`src/rtl/vslc_7seg_scanner.sv`:
```
// vslc_7seg_scanner: two-digit multiplexed 7-segment scanner with frame latch, dead time and DP stretch.
// Define VSLC_SEG_LZB_EN to blank the high digit when its nibble is zero (leading-zero blanking).
module vslc_7seg_scanner #(
    parameter int SHOW_CYCLES  = 64,
    parameter int BLANK_CYCLES = 4,
    parameter int DP_STRETCH   = 4096
) (
    input  logic       clk,
    input  logic       rst_n,
    input  logic [7:0] value,
    input  logic       strobe,
    output logic [6:0] seg,
    output logic       dp,
    output logic [1:0] en
);
    localparam int MAXN = (SHOW_CYCLES > BLANK_CYCLES) ? SHOW_CYCLES : BLANK_CYCLES;
    localparam int PW   = (MAXN > 1) ? $clog2(MAXN) : 1;
    localparam int DW   = $clog2(DP_STRETCH + 1);

    typedef enum logic [1:0] {BLANK_LO, SHOW_LO, BLANK_HI, SHOW_HI} state_t;

    state_t          state_q, state_d;
    logic [PW-1:0]   phase_q, phase_d;
    logic [7:0]      shown_q, shown_d;
    logic [DW-1:0]   dp_cnt_q, dp_cnt_d;
    logic [6:0]      seg_q, seg_d;
    logic            dp_q, dp_d;
    logic [1:0]      en_q, en_d;
    logic            last, show, hi;
    logic [3:0]      nib;

    function automatic logic [6:0] glyph(input logic [3:0] h);
        case (h)
            4'h0: glyph = 7'b1111110;
            4'h1: glyph = 7'b0110000;
            4'h2: glyph = 7'b1101101;
            4'h3: glyph = 7'b1111001;
            4'h4: glyph = 7'b0110011;
            4'h5: glyph = 7'b1011011;
            4'h6: glyph = 7'b1011111;
            4'h7: glyph = 7'b1110000;
            4'h8: glyph = 7'b1111111;
            4'h9: glyph = 7'b1111011;
            4'hA: glyph = 7'b1110111;
            4'hB: glyph = 7'b0011111;
            4'hC: glyph = 7'b1001110;
            4'hD: glyph = 7'b0111101;
            4'hE: glyph = 7'b1001111;
            default: glyph = 7'b1000111;
        endcase
    endfunction

    always_comb begin
        last     = (state_q == SHOW_LO || state_q == SHOW_HI) ? (phase_q == PW'(SHOW_CYCLES - 1))
                                                              : (phase_q == PW'(BLANK_CYCLES - 1));
        phase_d  = last ? '0 : PW'(phase_q + 1'b1);
        state_d  = last ? state_t'(state_q + 2'd1) : state_q;
        // the frame's value is captured only on the wrap back into BLANK_LO
        shown_d  = (last && state_q == SHOW_HI) ? value : shown_q;
        dp_cnt_d = strobe ? DW'(DP_STRETCH) : (dp_cnt_q != '0 ? dp_cnt_q - 1'b1 : dp_cnt_q);
        hi       = (state_d == SHOW_HI);
        nib      = hi ? shown_q[7:4] : shown_q[3:0];
`ifdef VSLC_SEG_LZB_EN
        show     = (state_d == SHOW_LO) || (hi && shown_q[7:4] != 4'h0);
`else
        show     = (state_d == SHOW_LO) || hi;
`endif
        en_d     = show ? (hi ? 2'b10 : 2'b01) : 2'b00;
        seg_d    = show ? glyph(nib) : 7'b0;
        dp_d     = show && (dp_cnt_d != '0);
    end

    always_ff @(posedge clk or negedge rst_n) begin
        if (!rst_n) begin
            state_q  <= BLANK_LO;
            phase_q  <= '0;
            shown_q  <= '0;
            dp_cnt_q <= '0;
            seg_q    <= '0;
            dp_q     <= 1'b0;
            en_q     <= 2'b00;
        end else begin
            state_q  <= state_d;
            phase_q  <= phase_d;
            shown_q  <= shown_d;
            dp_cnt_q <= dp_cnt_d;
            seg_q    <= seg_d;
            dp_q     <= dp_d;
            en_q     <= en_d;
        end
    end

    assign seg = seg_q;
    assign dp  = dp_q;
    assign en  = en_q;
endmodule

```
`config.mk`:
```
export PLATFORM = sky130hd
export DESIGN_NAME = vslc_7seg_scanner
export DESIGN_NICKNAME = d
export VERILOG_FILES = /design/src/rtl/vslc_7seg_scanner.sv
export SDC_FILE = /design/constraint.sdc
export NUM_CORES = 1
export LEC_CHECK = 0
export CAP_MARGIN = 20
export CORE_ASPECT_RATIO = 0.8
export CORE_MARGIN = 8
export CORE_UTILIZATION = 30
export CTS_BUF_LIST = sky130_fd_sc_hd__clkbuf_4
export DETAILED_ROUTE_END_ITERATION = 10
export SETUP_SLACK_MARGIN = 0.02
export SYNTH_ARGS = -nofsm -noshare
export SYNTH_HDL_FRONTEND = slang
export SYNTH_SLANG_ARGS = --single-unit
```
`constraint.sdc`:
```
create_clock -name clk -period 6.6 [get_ports clk]
set_input_delay 1.32 -clock clk [delete_from_list [all_inputs] [get_ports clk]]
set_output_delay 1.32 -clock clk [all_outputs]
set_load 0.005 [all_outputs]
```
After elaboration in Yosys (flattened, before gate mapping). Memory sizes are Yosys's and may differ from the RTL's. Cells that the tools add are included.

Output and inout bits: 10. Register bits after elaboration: 39. ROM bits: 112. Bits of input ports: 11. Memories: 1. Logic and storage cells: 32. Bits in writable memories: 0. Bits in latches: 0.

Bitwise logic cells: 0. $lt $le $gt $ge: 0. Shift operators: 0. Multiplexer cells: 9. Div/mod/pow operators: 0. Equal/unequal tests: 6. Reductions and logical operators: 6. $mul: 0. Add/subtract/negate cells: 3.

Memories: (no name shown) (words 16, width 7, read ports 1, clocked after memory_dff 0, wr ports 0, line 33) `case (h)`.

Operators by type and width (number): two-way mux 13 bit (2); nonzero test 13 bit (2); subtractor 13 x 1 -> 13 bit, second input constant (1); two-way mux 7 bit (1); adder 6 x 1 -> 6 bit, second input constant (1); == test 6 x 2 -> 1 bit, second input constant (1); == test 6 bit, second input constant (1); two-way mux 2 bit (3); two-way mux 6 bit (1); == test 2 x 1 -> 1 bit, second input constant (2); == test 2 bit, second input constant (2); two-way mux 4 bit (1); adder 2 x 1 -> 2 bit, second input constant (1); logical AND 1 bit (2); logical OR 1 bit (2); two-way mux 1 bit (1).

Longest topological paths before layout. An unclocked memory read counts as a cell.

Word-level depth: 8. Depth in mapped cells: 14. Depth with buffers taken out: 12.

Worst setup path before layout. No wires, ideal clock.

Path kind: reg2reg. Start point: register state_q[0]. End point: register seg_q[3] (netlist: seg[3]). Buffers on the path: 2. Path slack: 3.552 ns. Setup time: 0.065 ns. Period minus slack after synthesis: 3.048 ns. Arrival: 2.983 ns. Required time: 6.535 ns. Cell stages (with the launch flop): 14. Path through: dfrtp_1 ha_1 nor4_2 o211a_1 buf_6 mux2_4 inv_4 buf_12 mux2i_1 inv_1 ha_1 a21boi_0 a221oi_1 o21a_1.

Longest elaborated chain between the ends: 8. Elaborated cells between the ends (all ways): 12. Classes of those cells: add/sub (1); eq/ne (4); mux (4); reduce/logical (2); memory (1).

RTL lines: from (decl) (line 22) `state_t state_q, state_d;`; from (signal assigned) (line 83) `state_q <= state_d;`; == test 2 x 1 -> 1 bit / == test 2 bit (equally long branches) (line 54) `last = (state_q == SHOW_LO || state_q == SHOW_HI) ? (phase_q == PW'(SHOW_CYCLES - 1))`; logical OR 1 bit (line 54); two-way mux 1 bit (line 54); two-way mux 2 bit (*) (line 57) `state_d = last ? state_t'(state_q + 2'd1) : state_q;`; == test 2 bit (line 61) `hi = (state_d == SHOW_HI);`; two-way mux 4 bit (line 62) `nib = hi ? shown_q[7:4] : shown_q[3:0];`; memory read (16 x 7 bit); two-way mux 7 bit (*) (line 69) `seg_d = show ? glyph(nib) : 7'b0;`; named net seg_d[3] (line 26) `logic [6:0] seg_q, seg_d;`; to (signal assigned) (line 87) `seg_q <= seg_d;`; to (decl) (line 26).

Mark *: on every way through the listed nets, which the timed path passes. The rest lies on a longest branch. A chain may end at the register's enable or synchronous reset.

Worst setup path in the final report. Same ends and word-level chain as after synthesis.

==> results.yml <==
power_and_ir_drop:
  p_int_uw: 415
  p_switching_uw: 263
  totalPowerFinal_uw: 678
  powerDensity_nw_per_um2: 271
  clkPwrFrac: 0.179
  p_leak_uw: 0.00102
  irDropWorstVdd_v: 0.000105
  sequentialPowerShare: 0.467
  combPwrFrac: 0.354
  p_sw_frac: 0.388
global_routing:
  grt_pass1_wl_um: 8050
  antenna_found_initial: 0
  grt_max_degree: 40
  overflow: 0
  grtUsageTotal: 0.0938
  grt_pass1_vias: 1624
critical_path:
  slowest_stage: "dfrtp_1"
  crit_arrival_ps: 3720
  cp.buffers_inverters: 2
  crit_fanout: 11
  critical_path_class: "flip-flop to flip-flop"
  cp_common_cell: "ha_1"
  cpLargestDelayFamily: "compound AO/OA/AOI/OAI gates"
  max_stage_delay_ps: 450
  cp-end-kind: "flip-flop"
  crit_path_cell_trace: "ha_1 > nor4_2 > o211a_1 > mux2_4 > inv_4 > mux2i_1 > inv_1 > ha_1 > a21boi_0 > a221oi_1 > o21a_1"
  required_ps: 6890
  cp-start-kind: "flip-flop"
placement:
  hpwlAfterDp_um: 3440
  dp_slack_ps: 3280
  gp_congestion: 0.866
  io_buffers: 20
  dpl-instance-area_um2: 2440
yosys:
  yosysUniqueCellTypes: 48
  seq_area_frac_synth: 0.447
  synth_cells: 213
  ys.flop_type: "dfrtp_1"
  syn_nets: 234
  synthArstFlopShare: 1.00
  synth_edf_count: 0
  avgSynthCellArea_um2: 10.2
  synthesis.area_um2: 2180
  synth_seq_cells: 39
  yosysWarnings: 0
routing:
  vias: 1644
  dr.first_iter.drc_count: 80
  via_per_inst: 5.09
  wire_per_inst_um: 14.5
  drt-pass1-iter-count: 4
  drc: 0
  wirelength_um: 4670
  detail-route-antenna-nets: 0
sta:
  rsz0062_at_grt: "false"
  period_needed_ps: 3430
  final_max_slew_viol_count: 0
  layout_setup_ws_ps: 3170
  worst_pin_slew_ps: 1040
  tns_ps: 0
  hold_viol_final: 0
  clock.fmax_mhz: 291
  slew_headroom: 0.298
  setup_viol: 0
  final.setup_skew_ps: 17.8
  finalCritPeriodShare: 0.520
die:
  fp.dieW_um: 111
  num_rows: 27
  die_h_um: 92.3
  core_area_um2: 6960
  io-pin-count: 21
  die_area_um2: 10300
  initial_core_util: 0.314
finish:
  final_common_cell: "dfrtp_1"
  num_antenna_cells: 0
  fillCellCount: 717
  syn_to_final_growth_pct: 14.4
  drive_gt1_frac: 0.106
  nets: 256
  finalInstanceArea_um2: 2500
  layout_common_cells: "dfrtp_1 (39), nand2_1 (24), nor2_1 (22)"
clock_tree:
  clockBufferDepth: 2
  h-tree-depth: 2
  cts_buffers: 5
  clockRootBuffer: "clkbuf_4"
  cts_hold_buf: 0
  clkSinkCount: 39
  clock_insertion_delay_worst_skew_ps: 350
  cts-resized-gates: 0
  post_cts_buffers: 0
  path_clk_slew_ps: 120
  cts_tree: "yes"
job:
  max_cap_violations: 0
worst_hold_path:
  hp-class: "flip-flop to flip-flop"
outcome:
  status: "completed"
==> layout make-up <==
type	count	area, um2	share of cell area
well taps	87	109	0.0436
clock inverters	3	15.0	0.00602
inverters	11	43.8	0.0175
multi-input cells	158	1120	0.449
clock buffers	5	37.5	0.0150
repair buffers	20	195	0.0782
flip-flops and latches	39	976	0.391
==> sequential cells by signal (all words and copies together), names as in the netlist <==
name and flops:
shown_q 8, phase_q 6, dp 1, seg 7, en 2, dp_cnt_q 13, state_q 2
==> worst paths after layout <==
| check | slack (ps) | depth (start not counted) | to | start |
|---|---|---|---|---|
| worst max-delay path | 3170 | 11 | seg[3] | state_q[0] |
| worst min-delay path | 470 | 1 | phase_q[0] | phase_q[0] |
| worst max register to register | 3170 | 11 | seg[3] | state_q[0] |
| worst min register to register | 470 | 1 | phase_q[0] | phase_q[0] |
| max in group asynchronous | 4970 | 1 | phase_q[3] | rst_n |
| min in group asynchronous | 1080 | 1 | state_q[1] | rst_n |
==> metrics by stage <==
step | hold slack [ps] | instances | utilization
floorplan | 429 | 213 | -
global placement | 466 | 315 | 0.351
detailed placement | 459 | 315 | 0.351
CTS | 474 | 323 | 0.359
global route | 500 | 323 | 0.359
finish | 467 | 323 | 0.359
==> metal layers <==
metal,part of all wire,vias up,GRT usage
met2,0.41,35,0.134
met4,0.0098,0,0.0299
met1,0.54,793,0.134
met5,0,-,0
li1,-,811,-
met3,0.037,5,0.0228
==> power by group through the flow <==
| stage | Sequential (uW) | Combinational (uW) | Clock [uW] |
|---|---|---|---|
| floorplan | 307 | 186 | 0 |
| global placement | 320 | 238 | 0 |
| detailed placement | 320 | 237 | 0 |
| CTS | 315 | 239 | 126 |
| global route | 324 | 268 | 136 |
| finish | 316 | 240 | 121 |
==> cell usage after synthesis (2+ instances only) <==
cell / n / area [um2]
o211ai_1: 3 / 22.5
xor2_1: 2 / 17.5
nor4_1: 3 / 18.8
a211oi_1: 2 / 15.0
a21boi_0: 2 / 15.0
or3_1: 3 / 18.8
ha_1: 10 / 125
dfrtp_1: 39 / 976
nor3_1: 6 / 30.0
nand2_1: 24 / 90.1
mux2i_1: 6 / 60.1
o21a_1: 2 / 15.0
a221oi_1: 3 / 26.3
a21oi_1: 7 / 35.0
o21ai_0: 4 / 20.0
o211a_1: 2 / 20.0
or4_1: 2 / 15.0
a31oi_1: 5 / 31.3
o2bb2ai_1: 2 / 17.5
and3_1: 2 / 12.5
xnor2_1: 8 / 70.1
clkbuf_1: 3 / 11.3
o31ai_1: 5 / 37.5
and2_1: 3 / 18.8
nor2_1: 22 / 82.6
inv_1: 10 / 37.5
mux2_2: 10 / 113
nand3_1: 3 / 15.0
==> cell families (layout without fill, tap and decap cells) <==
group           after synthesis  count (layout)  share of synthesized area
simple gates                 75              75                      0.165
mux                          18              18                     0.0963
flops                        39              39                      0.447
fa+ha+maj                    10              10                     0.0573
compound gates               45              45                      0.154
xor+xnor                     10              10                     0.0401
buf+inv                      16              39                     0.0396
No activity file was read; power rests on OpenSTA's default activity.
